$ cat config.mk
export PLATFORM = sky130hd
export DESIGN_NAME = trace_dump
export DESIGN_NICKNAME = d
export VERILOG_FILES = /design/src/rtl/trace_dump.sv
export SDC_FILE = /design/constraint.sdc
export NUM_CORES = 1
export LEC_CHECK = 0
export BUFFER_PORTS_ARGS = -buffer_cell sky130_fd_sc_hd__buf_4
export CORE_MARGIN = 4
export CORE_UTILIZATION = 53
export CTS_BUF_LIST = sky130_fd_sc_hd__clkbuf_8
export DETAILED_ROUTE_END_ITERATION = 12
export PLACE_DENSITY_LB_ADDON = 0.08
export SKIP_LAST_GASP = 1
export SLEW_MARGIN = 10
export SYNTH_ARGS = -nofsm -noshare
export SYNTH_HDL_FRONTEND = slang
export SYNTH_SLANG_ARGS = --single-unit
export TNS_END_PERCENT = 1
$ cat constraint.sdc
create_clock -name clk -period 3.61 [get_ports clk]
set_clock_uncertainty 0.2 [all_clocks]
set_input_delay 0.361 -clock clk [delete_from_list [all_inputs] [get_ports clk]]
set_output_delay 0.361 -clock clk [all_outputs]
set_load 0.03 [all_outputs]
$ cat src/rtl/trace_dump.sv
// Streams a finished 2**ADDR_W-entry circular trace, oldest sample first, over valid/ready.
// Latency: 2+RD_LAT cycles per sample when tx_rdy is high; tx_data is held until it is accepted.
module trace_dump #(
    parameter int ADDR_W = 9,
    parameter int DATA_W = 8,
    parameter int RD_LAT = 1
) (
    input  logic              clk,
    input  logic              rst_n,
    input  logic              dump_req,
    input  logic              abort,
    input  logic              capture_done,
    input  logic [ADDR_W-1:0] trace_end,
    output logic [ADDR_W-1:0] ram_addr,
    output logic              ram_en,
    input  logic [DATA_W-1:0] ram_rdata,
    output logic [DATA_W-1:0] tx_data,
    output logic              tx_vld,
    input  logic              tx_rdy,
    output logic              busy,
    output logic              dump_done,
    output logic              nak,
    output logic              clr_capture_done
);

    typedef enum logic [2:0] {IDLE, RD, WAIT, SEND, DONE} state_t;

    localparam logic [1:0] LAT_INIT = 2'(RD_LAT);

    state_t            state;
    state_t            state_nxt;
    logic [ADDR_W-1:0] cnt;
    logic [1:0]        lat;

    always_ff @(posedge clk or negedge rst_n) begin
        if (!rst_n) state <= IDLE;
        else        state <= state_nxt;
    end

    always_comb begin
        state_nxt        = state;
        ram_en           = 1'b0;
        tx_vld           = 1'b0;
        dump_done        = 1'b0;
        clr_capture_done = 1'b0;
        busy             = (state != IDLE);
        case (state)
            IDLE: if (dump_req && capture_done) state_nxt = RD;
            RD: begin
                ram_en    = 1'b1;
                state_nxt = WAIT;
            end
            WAIT: if (lat == 2'd1) state_nxt = SEND;
            SEND: begin
                tx_vld = 1'b1;
                if (tx_rdy) state_nxt = (cnt == '1) ? DONE : RD;
            end
            DONE: begin
                dump_done        = 1'b1;
                clr_capture_done = 1'b1;
                state_nxt        = IDLE;
            end
            default: state_nxt = IDLE;
        endcase
        // abort beats a same-cycle handshake so the trace stays intact for a retry
        if (abort && state != IDLE) state_nxt = IDLE;
    end

    always_ff @(posedge clk or negedge rst_n) begin
        if (!rst_n) begin
            ram_addr <= '0;
            cnt      <= '0;
            lat      <= '0;
            tx_data  <= '0;
            nak      <= 1'b0;
        end else begin
            nak <= (state == IDLE) && dump_req && !capture_done;
            case (state)
                IDLE: if (dump_req && capture_done) begin
                    ram_addr <= trace_end + 1'b1;
                    cnt      <= '0;
                end
                RD: lat <= LAT_INIT;
                WAIT: begin
                    lat <= lat - 1'b1;
                    if (lat == 2'd1) tx_data <= ram_rdata;
                end
                SEND: if (tx_rdy && !abort && cnt != '1) begin
                    cnt      <= cnt + 1'b1;
                    ram_addr <= ram_addr + 1'b1;
                end
                default: ;
            endcase
        end
    end

endmodule

==> results.py <==
metrics = {
    "detailed_routing": {
        "ant_nets": 0,
        "routedWlPerCell_um": 14.8,
        "drtPass1Iterations": 4,
        "vias_per_cell": 5.76,
        "drt_iter0_drc": 86,
        "vias": 1646,
        "drt-total-wl_um": 4230,
        "drc": 0,
    },
    "timing": {
        "drv_slew": 0,
        "rsz0062_at_grt": "no",
        "fin_setup_tns_ns": 0,
        "timing.hold.ws_ns": 0.0339,
        "max_freq_mhz": 308,
        "slew_headroom_pct": 61.4,
        "period_needed_ns": 3.25,
        "fin_crit_sh_pct": 90.0,
        "worst_pin_slew_ns": 0.577,
        "finalSetupViolCount": 0,
        "hold_violations": 0,
    },
    "setup_path": {
        "crit_fanout": 17,
        "rrSetupSlack_ns": 0.36,
        "cp.required_ns": 3.58,
        "crit_path_end_kind": "register",
        "reg2reg_depth": 10,
        "critPathLaunchType": "register",
        "critPathKind": "register to register",
        "reg2reg_from": "state[0]$_DFFE_PN0P_",
        "r2r-end": "ram_addr[8]$_DFFE_PN0P_",
        "worstPathArrival_ns": 3.22,
    },
    "die": {
        "io_pins": 46,
        "die_h_um": 67.0,
        "initial_core_util_pct": 55.3,
        "die_area_um2": 4490,
        "num_rows": 21,
        "die_w_um": 67.0,
        "core_um2": 3340,
    },
    "grt": {
        "grt_usage_pct": 20.4,
        "grt_antenna_before_repair": 0,
        "grt_max_degree": 33,
        "grt_pass1_wl_um": 6880,
        "overflow": 0,
        "grt_pass1_vias": 1547,
    },
    "synth": {
        "syn_nets": 221,
        "synthesis.area_um2": 1840,
        "syn_inst": 194,
        "syn_area_per_cell_um2": 9.51,
        "yosys_warnings": 0,
        "synth_seq_cells": 32,
        "yosysSeqAreaShare_pct": 43.4,
        "ys_types": 43,
    },
    "placed_design": {
        "gp_congestion": 0.911,
        "dp.cells": 277,
        "place_hpwl_um": 2980,
        "numPortBuffers": 45,
    },
    "cts": {
        "cts_resized": 0,
        "clockBufferDepth": 2,
        "cts_tree": "done",
        "numCtsBuffers": 5,
        "clkLatencyLatePin_ns": 0.28,
        "htree_num_levels": 2,
        "clkTransAtPathRegs_ns": 0.07,
        "post_cts_buffers": 0,
        "root_buffer": "clkbuf_8",
        "clock-sinks": 32,
    },
    "worst_hold_path": {
        "hold_path_startpoint": "capture_done",
        "hold_class": "input pin to register",
        "min_path_cells": 2,
        "holdPathEnd": "nak$_DFF_PN0_",
    },
    "power_and_ir_drop": {
        "power_mw": 1.57,
        "power_density_nw_per_um2": 674,
        "ir_worst_vdd_v": 0.000314,
        "p_leak_nw": 1.09,
    },
    "run_status": {
        "status": "completed",
    },
    "layout": {
        "fin_cells": 286,
        "final_nets": 266,
        "n_antenna_cell": 0,
        "area_growth_pct": 25.9,
        "drive_above_1_share_pct": 29.6,
    },
    "flow_run": {
        "maxCapViolations": 0,
    },
}
==> metal layers <==
layer / share of wire (%) / track usage [%] / vias up / wire, um
li1: - / - / 794 / -
met1: 42 / 24.8 / 768 / 1790
met2: 48 / 34.2 / 77 / 2030
met3: 7.9 / 4.22 / 7 / 333
met4: 1.6 / 10.1 / 0 / 68
met5: 0 / 0 / - / 0
==> state kept, by name, indices dropped and copies added, names as in the netlist <==
register  cells
cnt           9
lat           2
nak           1
ram_addr      9
state         3
tx_data       8
==> worst max path at each step <==
stage | from | depth (start not counted) | endpoint | slack [ns]
floorplan | state[2]$_DFFE_PN0P_ | 12 | ram_addr[8]$_DFFE_PN0P_ | 0.67
global placement | state[0]$_DFFE_PN0P_ | 10 | ram_addr[8]$_DFFE_PN0P_ | 0.60
detailed placement | state[0]$_DFFE_PN0P_ | 10 | ram_addr[8]$_DFFE_PN0P_ | 0.44
CTS | state[0]$_DFFE_PN0P_ | 10 | ram_addr[8]$_DFFE_PN0P_ | 0.41
global route | state[0]$_DFFE_PN0P_ | 10 | ram_addr[8]$_DFFE_PN0P_ | 0.17
finish | state[0]$_DFFE_PN0P_ | 10 | ram_addr[8]$_DFFE_PN0P_ | 0.36
==> logic make-up after synthesis <==
kind of cell | Yosys count | synth area share [%]
fa+ha+maj | 4 | 2.71
mux | 11 | 6.58
buf+inv | 12 | 3.12
flops | 32 | 43.4
xor+xnor | 7 | 3.32
compound gates | 37 | 12.6
simple gates | 91 | 28.3
==> area by class of cell <==
cell class	instances	area (um^2)
inverters	3	11.3
flip-flops and latches	32	801
clock inverters	3	42.5
clock buffers	5	68.8
well taps	46	57.6
multi-input cells	150	986
repair buffers	47	355
fillers	271	1010
==> timing repair <==
action / in CTS / in global routing
hold buffers: 1 / 0
endpoints found under the hold margin: 32 / 0
endpoints found under the setup margin: 0 / 0
==> worst max-delay path, stage by stage (launching register included) <==
cell      delay, ns
dfrtp_1        0.66
nand3b_4       0.25
inv_1          0.44
nand2_1        0.10
nand2_1        0.10
ha_1           0.33
and4_1         0.30
nor2b_1        0.24
a21oi_1        0.12
a221o_1        0.26
nor4bb_1       0.12
==> placed cells by master, fill, tap and decap left out, types with 2 or more instances in the layout <==
cell type,n
a21oi_1,8
a22o_1,3
a311oi_1,2
a31oi_1,4
and2_1,3
and3_1,5
buf_4,46
clkbuf_8,5
dfrtp_1,32
ha_1,4
inv_1,3
mux2_2,9
mux2i_1,2
nand2_1,26
nand2b_4,2
nand3_1,7
nand4_1,7
nor2_1,15
nor2b_1,2
nor3_1,5
nor3b_1,3
nor4_1,4
o21ai_0,9
o21ai_1,4
o21bai_1,2
o31ai_1,2
or3_1,2
xor2_1,7
==> cells in the mapped netlist (all sizes together) <==
cell type  number  area (um^2)
nor3            5         25.0
or4             2         18.8
nor3b           4         35.0
clkbuf          4         16.3
nand2          26         97.6
nand3b          2         27.5
nor2b           2         12.5
a22o            3         26.3
a221o           1         10.0
nor4b           1         8.76
a21o            1         7.51
xor2            7         61.3
or3             2         12.5
mux2            9          101
nand2b          2         27.5
and2            3         18.8
o21bai          2         15.0
nand4           7         43.8
inv             3         11.3
nor4            5         46.3
o21ba           1         10.0
and4            1         8.76
buf             5         30.0
nand3           7         35.0
dfrtp          32          801
a311oi          2         17.5
o21ai          13         65.1
nor2           16         62.6
and3            5         31.3
a31oi           4         25.0
nor4bb          1         10.0
ha              4         50.1
a21oi           8         40.0
mux2i           2         20.0
o31ai           2         15.0
==> through the flow <==
step	area [um^2]	setup slack [ns]	utilization, %
global placement	2200	0.603	66.0
floorplan	1840	0.671	-
CTS	2320	0.415	69.6
finish	2320	0.362	69.6
global route	2320	0.171	69.6
detailed placement	2200	0.438	66.0
==> power breakdown <==
part / switching [mW] / internal (mW)
clock network: 0.137 / 0.204
registers: 0.115 / 0.464
logic: 0.373 / 0.273
Power figures use the tool's default switching activity.
